## src/rtl/systolic_feeder_pkg.sv

```systemverilog
// Shared types for the systolic feeder: controller states, default data width, len width helper.
package systolic_feeder_pkg;

  localparam int DATA_W_DEF = 16;

  typedef enum logic [1:0] {
    ST_IDLE   = 2'd0,
    ST_LOAD_W = 2'd1,
    ST_STREAM = 2'd2,
    ST_DRAIN  = 2'd3
  } state_t;

  // Width able to hold any count 0..depth inclusive.
  function automatic int len_width(input int depth);
    return $clog2(depth + 1);
  endfunction

endpackage

```

## src/rtl/systolic_feeder_fifo.sv

```systemverilog
// Synchronous FIFO for activation vectors; head is read combinationally, push/pop take effect at the edge.
// Pop-while-full does not open a slot the same cycle: full_o depends only on the registered count.
module feeder_fifo #(
  parameter  int W     = 32,
  parameter  int DEPTH = 8,
  localparam int PTR_W = $clog2(DEPTH),
  localparam int CNT_W = $clog2(DEPTH + 1)
) (
  input  logic             clk,
  input  logic             rst_n,
  input  logic             push_i,
  input  logic [W-1:0]     wdata_i,
  input  logic             pop_i,
  output logic [W-1:0]     rdata_o,
  output logic [CNT_W-1:0] count_o,
  output logic             full_o
);

  logic [W-1:0]     mem_q [DEPTH];
  logic [PTR_W-1:0] wr_ptr_q;
  logic [PTR_W-1:0] rd_ptr_q;
  logic [CNT_W-1:0] count_q;

  // Power-of-two depth lets the pointers wrap by natural overflow.
  always_ff @(posedge clk or negedge rst_n) begin
    if (!rst_n) begin
      wr_ptr_q <= '0;
      rd_ptr_q <= '0;
      count_q  <= '0;
    end else begin
      if (push_i) wr_ptr_q <= wr_ptr_q + PTR_W'(1);
      if (pop_i)  rd_ptr_q <= rd_ptr_q + PTR_W'(1);
      case ({push_i, pop_i})
        2'b10:   count_q <= count_q + CNT_W'(1);
        2'b01:   count_q <= count_q - CNT_W'(1);
        default: count_q <= count_q;
      endcase
    end
  end

  always_ff @(posedge clk) begin
    if (push_i) mem_q[wr_ptr_q] <= wdata_i;
  end

  assign rdata_o = mem_q[rd_ptr_q];
  assign count_o = count_q;
  assign full_o  = (count_q == CNT_W'(DEPTH));

endmodule

```

## src/rtl/systolic_feeder.sv

```systemverilog
// Feeds a 2x2 systolic array: loads PE weights, then streams queued {x0,x1} vectors with row 1 skewed by one cycle.
// First valid output 1 cycle after the start edge; in_ready drops only when the FIFO is full.
module systolic_feeder
  import systolic_feeder_pkg::*;
#(
  parameter  int DATA_W       = DATA_W_DEF,
  parameter  int DEPTH        = 8,
  parameter  int DRAIN_CYCLES = 2,
  localparam int LEN_W        = len_width(DEPTH)
) (
  input  logic              clk,
  input  logic              reset,
  input  logic              in_valid,
  output logic              in_ready,
  input  logic [DATA_W-1:0] in_x0,
  input  logic [DATA_W-1:0] in_x1,
  input  logic              w_valid,
  output logic              w_ready,
  input  logic [DATA_W-1:0] w_in1,
  input  logic [DATA_W-1:0] w_in2,
  input  logic [DATA_W-1:0] w_in3,
  input  logic [DATA_W-1:0] w_in4,
  input  logic              start,
  input  logic [LEN_W-1:0]  len,
  output logic              busy,
  output logic              done,
  output logic              start_err,
  output logic              load_weight,
  output logic              valid,
  output logic [DATA_W-1:0] a_in1,
  output logic [DATA_W-1:0] a_in2,
  output logic [DATA_W-1:0] weight1,
  output logic [DATA_W-1:0] weight2,
  output logic [DATA_W-1:0] weight3,
  output logic [DATA_W-1:0] weight4
);

  localparam int DRN_W = $clog2(DRAIN_CYCLES + 2);
  localparam int CTR_W = (LEN_W > DRN_W) ? LEN_W : DRN_W;

  state_t              state_q;
  logic [CTR_W-1:0]    ctr_q;
  logic                w_loaded_q;
  logic [DATA_W-1:0]   weight1_q, weight2_q, weight3_q, weight4_q;
  logic                load_weight_q, valid_q, done_q, start_err_q;
  logic [DATA_W-1:0]   a_in1_q, a_in2_q, skew_q;

  logic                fifo_full;
  logic                fifo_push, fifo_pop;
  logic [LEN_W-1:0]    fifo_count;
  logic [2*DATA_W-1:0] fifo_rdata;
  logic                start_ok;

  assign fifo_push = in_valid & ~fifo_full;
  assign fifo_pop  = (state_q == ST_STREAM);
  assign start_ok  = w_loaded_q && (len != '0) && (fifo_count >= len);

  feeder_fifo #(
    .W     (2 * DATA_W),
    .DEPTH (DEPTH)
  ) u_fifo (
    .clk     (clk),
    .rst_n   (reset),
    .push_i  (fifo_push),
    .wdata_i ({in_x1, in_x0}),
    .pop_i   (fifo_pop),
    .rdata_o (fifo_rdata),
    .count_o (fifo_count),
    .full_o  (fifo_full)
  );

  always_ff @(posedge clk or negedge reset) begin
    if (!reset) begin
      state_q       <= ST_IDLE;
      ctr_q         <= '0;
      w_loaded_q    <= 1'b0;
      weight1_q     <= '0;
      weight2_q     <= '0;
      weight3_q     <= '0;
      weight4_q     <= '0;
      load_weight_q <= 1'b0;
      valid_q       <= 1'b0;
      done_q        <= 1'b0;
      start_err_q   <= 1'b0;
      a_in1_q       <= '0;
      a_in2_q       <= '0;
      skew_q        <= '0;
    end else begin
      load_weight_q <= 1'b0;
      done_q        <= 1'b0;
      start_err_q   <= 1'b0;
      case (state_q)
        ST_IDLE: begin
          // A weight load shadows a simultaneous start without flagging an error.
          if (w_valid) begin
            weight1_q     <= w_in1;
            weight2_q     <= w_in2;
            weight3_q     <= w_in3;
            weight4_q     <= w_in4;
            load_weight_q <= 1'b1;
            state_q       <= ST_LOAD_W;
          end else if (start) begin
            if (start_ok) begin
              ctr_q   <= CTR_W'(len);
              state_q <= ST_STREAM;
            end else begin
              start_err_q <= 1'b1;
            end
          end
        end
        ST_LOAD_W: begin
          w_loaded_q <= 1'b1;
          state_q    <= ST_IDLE;
        end
        ST_STREAM: begin
          valid_q <= 1'b1;
          a_in1_q <= fifo_rdata[DATA_W-1:0];
          a_in2_q <= skew_q;
          skew_q  <= fifo_rdata[2*DATA_W-1:DATA_W];
          if (ctr_q == CTR_W'(1)) begin
            ctr_q   <= CTR_W'(DRAIN_CYCLES + 1);
            state_q <= ST_DRAIN;
          end else begin
            ctr_q <= ctr_q - CTR_W'(1);
          end
        end
        ST_DRAIN: begin
          // First drain cycle still flushes the last skewed row-1 element.
          a_in1_q <= '0;
          a_in2_q <= skew_q;
          skew_q  <= '0;
          if (ctr_q != '0) begin
            valid_q <= 1'b1;
            ctr_q   <= ctr_q - CTR_W'(1);
          end else begin
            valid_q <= 1'b0;
            done_q  <= 1'b1;
            state_q <= ST_IDLE;
          end
        end
        default: state_q <= ST_IDLE;
      endcase
    end
  end

  assign in_ready    = ~fifo_full;
  assign w_ready     = (state_q == ST_IDLE);
  assign busy        = (state_q != ST_IDLE);
  assign done        = done_q;
  assign start_err   = start_err_q;
  assign load_weight = load_weight_q;
  assign valid       = valid_q;
  assign a_in1       = a_in1_q;
  assign a_in2       = a_in2_q;
  assign weight1     = weight1_q;
  assign weight2     = weight2_q;
  assign weight3     = weight3_q;
  assign weight4     = weight4_q;

endmodule
```

## config.mk

```make
export PLATFORM = sky130hd
export DESIGN_NAME = systolic_feeder
export DESIGN_NICKNAME = d
export VERILOG_FILES = /design/src/rtl/systolic_feeder_pkg.sv /design/src/rtl/systolic_feeder_fifo.sv /design/src/rtl/systolic_feeder.sv
export SDC_FILE = /design/constraint.sdc
export NUM_CORES = 1
export LEC_CHECK = 0
export BUFFER_PORTS_ARGS = -buffer_cell sky130_fd_sc_hd__buf_2
export CAP_MARGIN = 25
export CORE_ASPECT_RATIO = 0.8
export CORE_MARGIN = 10
export CORE_UTILIZATION = 57
export DETAILED_ROUTE_END_ITERATION = 12
export GPL_ROUTABILITY_DRIVEN = 1
export HOLD_SLACK_MARGIN = 0.03
export PLACE_DENSITY = 0.76
export SYNTH_ARGS = -nofsm -noshare
export SYNTH_HDL_FRONTEND = slang
export SYNTH_SLANG_ARGS = --single-unit
```

## constraint.sdc

```tcl
create_clock -name clk -period 5.71 [get_ports clk]
set_input_delay 0.571 -clock clk [delete_from_list [all_inputs] [get_ports clk]]
set_output_delay 0.571 -clock clk [all_outputs]
set_load 0.02 [all_outputs]
```

==> results of run 1 <==
==> per-stage QoR <==
stage	power (mW)	hold WS, ns
global placement	7.35	0.464
finish	9.75	0.0961
CTS	9.86	0.137
global route	10.3	0.170
detailed placement	7.43	0.475
floorplan	6.49	0.275
==> report_power, final <==
part           total, mW  leakage (nW)  internal [mW]  switching (mW)
sequential          4.20          3.93           3.74           0.457
clock               2.40         0.585           1.42           0.979
combinational       3.15          2.40           1.46            1.69
total               9.75          6.92           6.63            3.13
==> per-layer routing <==
metal  up-vias  GRT usage
met2       288      0.306
met5         -          0
met4         0     0.0499
li1       3384          -
met3        49     0.0470
met1      3890      0.253
==> cell usage after synthesis, types with 2 or more instances <==
cell                        number  share of area
sky130_fd_sc_hd__a21o_1          2        0.00099
sky130_fd_sc_hd__nor3_1          5         0.0017
sky130_fd_sc_hd__mux2i_1        34          0.022
sky130_fd_sc_hd__a21oi_1         4         0.0013
sky130_fd_sc_hd__edfxtp_1      256           0.51
sky130_fd_sc_hd__buf_4           6         0.0030
sky130_fd_sc_hd__ha_1           11         0.0091
sky130_fd_sc_hd__nor2_1         11         0.0027
sky130_fd_sc_hd__mux2_2         32          0.024
sky130_fd_sc_hd__nand3_1         4         0.0013
sky130_fd_sc_hd__o211ai_1        2        0.00099
sky130_fd_sc_hd__buf_12          6         0.0079
sky130_fd_sc_hd__nand2b_1        3         0.0012
sky130_fd_sc_hd__o21ai_0         6         0.0020
sky130_fd_sc_hd__buf_2           6         0.0020
sky130_fd_sc_hd__inv_1          12         0.0030
sky130_fd_sc_hd__xor2_1          2         0.0012
sky130_fd_sc_hd__o2bb2ai_1      32          0.019
sky130_fd_sc_hd__xnor2_1         6         0.0035
sky130_fd_sc_hd__buf_6           2         0.0015
sky130_fd_sc_hd__clkbuf_1       17         0.0042
sky130_fd_sc_hd__dfrtp_1       133           0.22
sky130_fd_sc_hd__mux2_4         49          0.049
sky130_fd_sc_hd__mux4_2         64          0.095
sky130_fd_sc_hd__nand2_1        10         0.0025
==> final cells by class <==
cell class | count | area, um^2 | area share
repair buffers | 222 | 1170 | 0.0662
clock inverters | 14 | 123 | 0.00691
flip-flops and latches | 389 | 11000 | 0.621
well taps | 357 | 447 | 0.0252
multi-input cells | 299 | 3820 | 0.215
diodes | 1 | 2.50 | 0.000141
clock buffers | 54 | 1090 | 0.0615
inverters | 15 | 63.8 | 0.00360
==> logic make-up (layout without fill, tap and decap cells) <==
family                   after synthesis  count (layout)  share of synthesized area
AO/OA/AOI/OAI                         55              55                     0.0284
XOR/XNOR                               8               8                    0.00463
adder cells (fa/ha/maj)               12              12                     0.0104
buffers and inverters                 52             305                     0.0228
flip-flops                           389             389                      0.728
multiplexers                         179             179                      0.190
other                                  0               1                          0
AND/OR/NAND/NOR                       45              45                     0.0156
==> sequential cells by signal, indices dropped and copies added, names as in the netlist <==
| register | flops |
|---|---|
| u_fifo.mem_q | 256 |
| a_in1 | 16 |
| a_in2 | 16 |
| skew_q | 16 |
| weight1 | 16 |
| weight2 | 16 |
| weight3 | 16 |
| weight4 | 16 |
| ctr_q | 4 |
| u_fifo.count_o | 4 |
| u_fifo.rd_ptr_q | 3 |
| u_fifo.wr_ptr_q | 3 |
| state_q | 2 |
| done | 1 |
| load_weight | 1 |
| start_err | 1 |
| valid | 1 |
| w_loaded_q | 1 |
==> worst min-delay path by stage <==
stage                      end  slack (ns)  depth (start not counted)
floorplan             a_in1[0]        0.28                          0
global placement    skew_q[13]        0.46                          1
detailed placement   skew_q[3]        0.47                          1
CTS                 weight2[9]        0.14                          1
global route        weight2[7]        0.17                          1
finish              weight2[9]         0.1                          1
==> run summary, run 1 <==
Summed over all cells, the static leakage comes to 6.92 nW. The worst slew margin relative to its limit was 0.392; the average wire length per cell after detail routing was 23.5 um. In this run the critical register-to-register path is launched from state_q[0]. The flow ran to the end, and the final reports show no timing, DRC or antenna violations. Once the clock tree was built, the setup fixing pass inserted 0 buffers. The final design instance area without fill was 17,700 um^2; the layout overhead on the synthesized area was 17.3%. The average cell area after synthesis was 20.4 um^2; the timing-limited maximum frequency was 364 MHz. The number of slew-limit violations in the final report was 0; the final worst-path cycle share was 0.481.

The number of nets with antenna violations after detailed routing was 0; the final RePlAce weighted congestion was 0.869. Leaving out fill and tap cells, the most frequent cell in the layout is sky130_fd_sc_hd__edfxtp_1. The number of antenna violations at the first check in global routing is 2, and the number of clock buffers inserted by TritonCTS is 37. The die span in y was 166 um. The critical path's slowest cell is sky130_fd_sc_hd__nand2b_2.

The region available for standard cell placement spans 26,200 um^2. In this run, post-CTS hold repair placed 0 buffers. The count of final hold-check violations is 0. The tools report the sum of routed wire segments on met1 as 13.5 mm. Among cell families on the critical path, the largest total delay comes from simple AND/OR/NAND/NOR gates. In this run the worst setup path begins at state_q[0]. The maximum vdd ir drop is 0.356 mV, and the share of post-route cells with drive strength above 1 is 0.441. Summed over all layers, the global routing overflow is 0. The largest fanout on the critical path was 35; the overall via count from detail_route was 7,611. For the number of sinks on the clock net, the log shows 389. The capture point of the worst reg-to-reg path is u_fifo.count_o[3].

The tools report the post-synth net total as 857. Once placement finished, the instance area stood at 16,500 um^2. The cell sitting at the root of the clock tree is a sky130_fd_sc_hd__clkbuf_16. The first detailed-routing pass ran for 5 iterations. STA classifies the critical path startpoint as a flop.

The starting DRC count in detailed routing was 612; the number of synthesized flops with an enable pin was 256. The H-tree was split into 2 levels. The run gives 0.189 as the all-layer global routing usage. The number of different library cells used by synthesis comes to 50.

The tools report the initial core utilization as 0.578. For this run, design rule violations remaining after detail routing come to 0. The most used flip-flop cell after synthesis is sky130_fd_sc_hd__edfxtp_1. Across the run, the number of max-cap violations was 0. The post-synthesis async set-or-reset flop share works out to 0.342. On the worst path, the slowest cell contributes a delay of 0.75 ns.

Final-report setup violation count: 0. The destination of the critical timing path was u_fifo.count_o[3]. The path depth of the worst reg2reg path is 9. The total placed cells including tap cells is 1,281. The critical path runs through a total of 9 cells. The actual transition at the worst max-transition pin is 0.911 ns.

The top-level port count is 208. The count of non-filler cells in the finished layout is 1,351, and the post-placement setup slack is 2.94 ns. The number of global-route vias before repair is 8,093. The critical path buffer and inverter count was 1; the full die area was 33,500 um^2. The chip width was 202 um; the net total in the final layout was 1,081.

The first global-routing pass estimated 49.3 mm of wire. For the worst setup path, the data arrival time is 3.14 ns. The post-CTS clock slew at the launch and capture registers of the worst setup and hold paths works out to 0.06 ns. Category of the worst setup path capture point: a flop. After detailed routing, the number of vias per cell comes to 5.63. The top cell types in the final layout, fill and taps aside, are sky130_fd_sc_hd__edfxtp_1 (256), sky130_fd_sc_hd__buf_2 (206), sky130_fd_sc_hd__dfrtp_1 (130).

The run gives 2.97 ns as the worst setup margin. The logs give 0.678 for the utilization after layout and 2.97 ns for the slack of the worst reg-to-reg path. The final layout contains routed wiring with a total length of 31.8 mm. The wire-length estimate of the detail-placed layout is 19.3 mm. Walking the worst path, the cells encountered are nand2b_2 -> inv_1 -> ha_1 -> ha_1 -> a21o_1 -> a21oi_1 -> xnor2_1 -> nor2_1 -> xor2_1. The count of buffers added on input and output ports is 207. The number of gates resized after CTS was 0. For the worst setup path, the data required time is 6.11 ns. Entering global routing, the biggest net connects 80 pins.

The tools report the routed length on met3 as 2.46 mm. The min-delay analysis places its worst path in the category in -> async. TritonCTS built the clock tree. Post-synthesis sequential area ratio: 0.728. After routing, the total negative slack on setup checks comes to 0 ns. After detailed routing, no signal wire sits above met4. In this run the deepest clock path goes through 3 buffers. Setup repair after global routing left no endpoint under its margin.

The library cell appearing most often on the critical path is sky130_fd_sc_hd__ha_1. The met2 wirelength from detailed routing is 15.3 mm, and the power per standard cell area is 550 nW/um^2. The floorplan has 53 rows. Total of warnings raised by yosys: 0. The flip-flop and latch count after synthesis is 389, and the final-layout fill cell count is 1,707. The synthesized netlist occupies a cell area of 15,100 um^2. Counting I/O delays and the setup requirement, the final critical path takes 2.74 ns.

The clock reaches the later pin of the worst-skew pair after 0.52 ns. The kind of critical path was reg -> reg. Synthesis produced a netlist whose cell count is 740. The worst clock skew is 0.0116 ns.
Note: power is estimated with default switching activity, not from simulation.
==> inputs of run 2 (changes only) <==
==> constraint.sdc (replaced) <==
create_clock -name clk -period 2.8 [get_ports clk]
set_input_delay 0.28 -clock clk [delete_from_list [all_inputs] [get_ports clk]]
set_output_delay 0.28 -clock clk [all_outputs]
set_load 0.02 [all_outputs]
==> run 2 against run 1 <==
  * Design area grew 6.7%
  * Clock power rose by 120%
  * Sequential share of layout area fell by 3.9 points
  * Setup slack worse by 2.7 ns
  * Non-clock buffer count grew 107
  * Maximum frequency grew 7.3%
  * Critical path type unchanged
  * Highest routed layer unchanged
==> run summary, run 2 (synthesis gave the netlist of run 1 again) <==
The flow ran to the end, and the final reports show no timing, DRC or antenna violations. The post-CTS clock slew at the launch and capture registers of the worst setup and hold paths was 0.06 ns (about the same). Total leakage power: 7.43 nW (+7.3%).

The critical path required time was 3.21 ns (-2.90 ns); the switching fraction of total power was 0.325 (+0.00452). The chip width was 202 um (unchanged). The logs give 13.9 mW (+110%) for the internal power summed over all cells and 38 (+2.7%) for the number of clock buffers inserted by TritonCTS. Half-perimeter wire length of the detailed placement result: 21.3 mm (+10%). The count of buffers inserted at the top-level ports works out to 207 (unchanged). The logs give 0.171 ns (-2.77 ns) for the post-placement setup slack and 3 (unchanged) for the clock tree buffer depth.

The clock group share of total power was 0.252 (+0.006). The signal on the critical path passes through or4b_1 -> nand2_2 -> ha_1 -> ha_1 -> a21o_1 -> a21oi_1 -> xnor2_1 -> nor2_1 -> xor2_1. The clock period minus worst slack came out at 2.56 ns (-0.187 ns).

The worst slew margin relative to its limit was 0.507 (+0.114); the final-layout fill cell count was 1,563 (-8.4%). The overall via count from detail_route is 8,122 (+6.7%). The number of antenna violations at the first check in global routing is 3 (+1). The logs give 0 (unchanged) for the number of nets with antenna violations after detailed routing and 35.1 mm (+10%) for the total routed wirelength. The library cells used most frequently in the layout, excluding fill and tap cells, are sky130_fd_sc_hd__edfxtp_1 (256), sky130_fd_sc_hd__buf_2 (206), sky130_fd_sc_hd__dfrtp_1 (130).

The run gives 0.206 (+0.0172) as the all-layer global routing usage. The final setup TNS is 0 ns (unchanged). The remaining global-route overflow was 0 (unchanged); the number of max-cap violations was 0 (unchanged). The average wire length per cell after detail routing was 24.0 um (+1.9%).

For the initial core utilization, the log shows 0.578 (unchanged). The library cell used most frequently in the layout, excluding fill and tap cells, is sky130_fd_sc_hd__edfxtp_1. The maximum vdd ir drop was 0.697 mV (+96%); the delay contributed by the slowest stage of the critical path was 0.62 ns (-0.13 ns). Remaining routing DRC violations: 0 (unchanged). The number of slew-limit violations in the final report is 0 (unchanged). The tools report the number of rows created at floorplan as 53 (unchanged).

The run gives 0.341 (+0.018) as the proportion of power drawn by combinational gates. Setup repair after global routing left no endpoint under its margin. The tools report the worst clock skew as 0.0231 ns (+0.0114 ns). The timing-limited maximum frequency is 391 MHz (+7.3%). By startpoint and endpoint, the worst setup path is classified as reg -> reg. The worst setup margin came out at 0.243 ns (-2.72 ns). For the number of iterations in the first detailed-routing pass, the log shows 4 (-1). The die span in y works out to 166 um (unchanged).

STA classifies the critical path startpoint as a flop. Largest fanout on the critical path: 7 (-80%). The final RePlAce weighted congestion was 0.797 (-8.3%). TritonCTS built the clock tree.

The actual transition at the worst max-transition pin was 0.735 ns (-0.176 ns). The placeable core region is 26,200 um^2 (unchanged), and the per-cell via count in the routed design is 5.56 (-1.4%). The number of flip-flops under the largest register name came out at 256 (unchanged). The tightest min-delay check is of the in -> reg type. For the final-report setup violation count, the log shows 0 (unchanged). The logs give 2.97 ns (-0.17 ns) for the endpoint arrival time on the critical path and 389 (unchanged) for the number of sinks on the clock net. The run gives 2 (unchanged) as the CTS H-tree depth.

The worst setup path is captured at a flop. The maximum number of pins on one net before global-route repair was 67 (-16%). For the count of final hold-check violations, the log shows 0 (unchanged). The run gives 54.2 mm (+10%) as the first-pass GRT wire length. Clock latency of the later-clocked register in the worst-skew pair: 0.54 ns (+0.02 ns).

The root buffer cell chosen for the clock tree is sky130_fd_sc_hd__clkbuf_16. The number of global-route vias before repair is 8,722 (+7.8%), and the power per standard cell area is 1090 nW/um^2 (+98%). The net total in the final layout is 1,189 (+10%), and the share of post-route cells with drive strength above 1 is 0.412 (-0.0287). The logs give 208 (unchanged) for the top-level port count and 609 (-0.49%) for the starting DRC count in detailed routing. The tools report the net switching power as 6.71 mW (+110%). The tools report the full die area as 33,500 um^2 (unchanged). The most flop-heavy register is u_fifo.mem_q.

The part of the power in registers was 0.407 (-0.024). The critical path's slowest cell is sky130_fd_sc_hd__or4b_1. Library cell appearing most often on the critical path: sky130_fd_sc_hd__ha_1.

The layout overhead on the synthesized area was 25.1%; the final worst-path cycle share was 0.913 (+0.433).
## run 2: cell types whose count changed in the layout (fill, tap and decap cells not counted), sizes merged
| cell | previous run | this run |
|---|---|---|
| clkbuf | 54 | 56 |
| clkinv | 10 | 8 |
| bufinv | 2 | 4 |
| diode | 1 | 4 |
| dlygate4sd3 | 0 | 93 |
| inv | 14 | 13 |
| buf | 222 | 236 |
## run 2: layer usage
| layer | wire (um) | part of all wire | vias to the layer above | global-route usage |
|---|---|---|---|---|
| li1 | - | - | 3598 | - |
| met1 | 15500 | 0.44 | 4208 | 0.283 |
| met2 | 16700 | 0.48 | 278 | 0.326 |
| met3 | 2400 | 0.068 | 38 | 0.0530 |
| met4 | 534 | 0.015 | 0 | 0.0508 |
| met5 | 0 | 0 | - | 0 |
## run 2: power by group through the flow
stage               Sequential (mW)  Clock (mW)  Combinational [mW]
finish                         8.40        5.19                7.04
global placement               8.39           0                6.79
detailed placement             8.45           0                6.93
floorplan                      9.11           0                4.13
CTS                            8.36        5.28                7.09
global route                   8.54        5.51                7.58
## run 2: area by class of cell
cell class                      instances  area [um^2]  share of cell area
Sequential cell                       389        11000               0.582
Tap cell                              357          447              0.0236
Antenna cell                            4         10.0            0.000529
Multi-Input combinational cell        299         3840               0.203
Timing Repair Buffer                  329         2280               0.120
Inverter                               15         63.8             0.00337
Clock buffer                           56         1090              0.0576
Clock inverter                         13          188             0.00991
## run 2: metrics by stage
stage / hold WS [ns] / instance area (um^2) / std cells / utilization / total power [mW]
floorplan: -0.0156 / 15200 / 740 / - / 13.2
global placement: 0.312 / 16600 / 1290 / 0.635 / 15.2
detailed placement: 0.315 / 16700 / 1294 / 0.637 / 15.4
CTS: 0.0305 / 18900 / 1456 / 0.722 / 20.7
global route: 0.0401 / 18900 / 1461 / 0.723 / 21.6
finish: 0.0425 / 18900 / 1462 / 0.723 / 20.6
## run 2: critical path: cells and delay by family, from the launching register on
family	cells	cell delay, ns
xor+xnor	2	0.27
flops	1	0.42
simple gates	3	0.92
fa+ha+maj	2	0.48
compound gates	2	0.35
## run 2: path summary, 6_finish.rpt
path	from	end	slack (ns)	cells after the start
min in group asynchronous	reset	weight1[9]	0.33	2
setup reg to reg	u_fifo.count_o[1]	u_fifo.count_o[3]	0.24	9
hold reg to reg	skew_q[4]	skew_q[4]	0.48	1
max in group asynchronous	reset	weight4[11]	1.70	3
hold / removal	in_x0[10]	u_fifo.mem_q[1][10]	0.04	1
setup / recovery	u_fifo.count_o[1]	u_fifo.count_o[3]	0.24	9
## run 2: repair_timing
| action | 4_1_cts | 5_1_grt |
|---|---|---|
| setup buffers | 0 | 0 |
| gates resized for setup | 0 | 0 |
| hold endpoints to repair | 329 | 0 |
| hold buffers | 93 | 0 |
==> inputs of run 3 (changes only) <==
--- a/config.mk
+++ b/config.mk
@@ -7,7 +7,7 @@
 export LEC_CHECK = 0
 export BUFFER_PORTS_ARGS = -buffer_cell sky130_fd_sc_hd__buf_2
 export CAP_MARGIN = 25
-export CORE_ASPECT_RATIO = 0.8
+export CORE_ASPECT_RATIO = 1.4
 export CORE_MARGIN = 10
 export CORE_UTILIZATION = 57
 export DETAILED_ROUTE_END_ITERATION = 12
==> constraint.sdc (replaced) <==
create_clock -name clk -period 2.9 [get_ports clk]
set_input_delay 0.29 -clock clk [delete_from_list [all_inputs] [get_ports clk]]
set_output_delay 0.29 -clock clk [all_outputs]
set_load 0.02 [all_outputs]
==> run 3 against run 2 <==
  * Clock power fell by 12%
  * Sequential share of layout area rose by 1.4 points
  * Power fell by 6.3%
  * Die area rose by 0.16%
  * Sequential power fell by 1%
  * Design area fell by 2.4%
  * Critical path type unchanged
  * Critical endpoint unchanged
==> run summary, run 3 (synthesis gave the netlist of run 1 again) <==
Path depth of the worst reg2reg path: 9 (unchanged). The share of post-route cells with drive strength above 1 works out to 0.418 (+0.00595). The run gives 0 (unchanged) as the remaining routing DRC violations. The die span in y works out to 213 um (+28%). Relative to the synthesized area, the layout overhead comes to 22.2%.

In this run the critical register-to-register path is launched from u_fifo.count_o[1]. The hold path startpoint is in_x0[9]. The per-cell via count in the routed design is 5.63 (+1.4%).

The critical path's slowest cell was sky130_fd_sc_hd__or4b_1. The all-layer global routing usage is 0.197 (-0.00910). The total power of the final layout is 19.3 mW (-6.3%).

The post-route worst hold slack is 0.0502 ns (+0.00762 ns), and the worst setup margin is 0.316 ns (+0.0729 ns). The count of buffers inserted at the top-level ports is 207 (unchanged), and the timing-limited maximum frequency is 387 MHz (-1.1%). The critical path goes through or4b_1 -> nand2_2 -> ha_1 -> ha_1 -> a21o_1 -> a21oi_1 -> xnor2_1 -> nor2_1 -> xor2_1.

The logs give 0.485 (-0.0214) for the worst slew margin relative to its limit and 0 (unchanged) for the number of nets with antenna violations after detailed routing. For the critical path required time, the log shows 3.30 ns (+0.09 ns). Setup repair after global routing left no endpoint under its margin. The logs give 0 (unchanged) for the number of max-cap violations and 443 (-27%) for the starting DRC count in detailed routing. The endpoint arrival time on the critical path was 2.98 ns (about the same). For the number of slew-limit violations in the final report, the log shows 0 (unchanged). STA classifies the critical path startpoint as a flop.

The post-CTS clock slew at the launch and capture registers of the worst setup and hold paths was 0.07 ns (about the same). The run gives 0.791 (-0.76%) as the final RePlAce weighted congestion. The power per standard cell area was 1040 nW/um^2 (-4.1%). The number of sinks on the clock net was 389 (unchanged). In the layout the commonest cells are sky130_fd_sc_hd__edfxtp_1 (256), sky130_fd_sc_hd__buf_2 (206), sky130_fd_sc_hd__dfrtp_1 (130). For the number of antenna violations at the first check in global routing, the log shows 3 (unchanged). The placeable core region was 26,200 um^2 (about the same). The setup path with the least slack is of type reg -> reg.

The worst hold path stage count works out to 1 (unchanged). The logs give 70 (+32%) for the number of rows created at floorplan and 2 (unchanged) for the CTS H-tree depth. The run finished with clean final reports.

The total leakage power is 7.27 nW (-2.1%), and the total routed wirelength is 32.8 mm (-6.5%). The maximum vdd ir drop was 0.652 mV (-6.5%); the final worst-path cycle share was 0.891 (-0.0221). The run gives 0 (unchanged) as the remaining global-route overflow. Post-placement setup slack: 0.362 ns (+0.192 ns). The library cell appearing most often on the critical path was sky130_fd_sc_hd__ha_1.

TritonCTS built the clock tree. The library cell used most frequently in the layout, excluding fill and tap cells, is sky130_fd_sc_hd__edfxtp_1. The tools report the net total in the final layout as 1,162 (-2.3%). The tools report the number of global-route vias before repair as 8,672 (-0.57%). The root buffer selected by CTS was sky130_fd_sc_hd__clkbuf_16. The full die area is 33,600 um^2 (+0.16%).

Ranked by flip-flop count, first place goes to u_fifo.mem_q. For the first-pass GRT wire length, the log shows 50.8 mm (-6.3%). Final-report setup violation count: 0 (unchanged). Class of the tightest hold or removal check: in -> reg. The tools report the overall via count from detail_route as 7,872 (-3.1%). The delay contributed by the slowest stage of the critical path came out at 0.63 ns (about the same). The launch point of the worst path is u_fifo.count_o[1]. The logs give 62 (-7.5%) for the maximum number of pins on one net before global-route repair and 0 (unchanged) for the count of instances resized after the clock tree is built. The tools report the clock latency of the later-clocked register in the worst-skew pair as 0.51 ns (-0.03 ns). Clock tree buffer depth: 3 (unchanged).

The number of clock buffers inserted by TritonCTS was 36 (-5.3%); the count of final hold-check violations was 0 (unchanged). The actual transition at the worst max-transition pin was 0.768 ns (+0.0324 ns). Worst clock skew: 0.0107 ns (-0.0123 ns).

The top-level port count is 208 (unchanged). The number of iterations in the first detailed-routing pass was 5 (+1); the clock period minus worst slack was 2.58 ns (+0.0271 ns). Average wire length per cell after detail routing: 23.4 um (-2.2%).

The number of flip-flops under the largest register name was 256 (unchanged); the half-perimeter wire length of the detailed placement result was 20.5 mm (-3.9%). Category of the worst setup path capture point: a flop. The chip width came out at 158 um (-22%). The initial core utilization is 0.578 (about the same). The largest fanout on the critical path came out at 7 (unchanged).
==> run 3: cell type report <==
cell class | count | area (um^2)
antenna | 3 | 7.51
clock buffer | 48 | 1020
inverter | 15 | 63.8
clock inverter | 16 | 125
multi-input combinational | 299 | 3840
tap | 324 | 405
sequential | 389 | 11000
timing repair buffer | 304 | 2010
fill | 1583 | 7700
==> run 3: final timing paths <==
kind | to | slack (ns)
min reg2reg | a_in1[11] | 0.48
max in group asynchronous | u_fifo.rd_ptr_q[0] | 1.71
min in group asynchronous | weight1[8] | 0.34
max reg2reg | u_fifo.count_o[3] | 0.32
max | u_fifo.count_o[3] | 0.32
min | u_fifo.mem_q[6][9] | 0.05
==> run 3: layer usage <==
metal	track usage	wire length, um	vias up
met5	0	0	-
met4	0.0569	556	0
met3	0.0487	3110	45
met2	0.338	16700	304
met1	0.243	12400	3991
li1	-	-	3532
==> run 3: metrics by stage <==
step	setup TNS, ns	utilization	instances	area (um^2)
finish	0	0.706	1398	18500
global route	0	0.706	1396	18500
CTS	0	0.705	1394	18500
detailed placement	0	0.635	1260	16600
global placement	0	0.635	1260	16600
floorplan	-91.54	-	740	15100
==> run 3: worst max-delay path, delay by kind of cell, from the launching register on <==
family,cells,cell delay (ns)
XOR/XNOR,2,0.29
adder cells (fa/ha/maj),2,0.48
AND/OR/NAND/NOR,3,0.94
AO/OA/AOI/OAI,2,0.34
flip-flops,1,0.42
==> run 3: power by group <==
part / total, mW / switching (mW) / leakage, nW / internal, mW
clock network: 4.55 / 1.91 / 0.564 / 2.64
registers: 8.29 / 0.925 / 3.93 / 7.37
logic: 6.47 / 3.42 / 2.77 / 3.05
==> run 3: timing repair <==
action | CTS | global route
hold buffers | 70 | 1
setup buffers | 0 | 0
endpoints found under the hold margin | 166 | 1
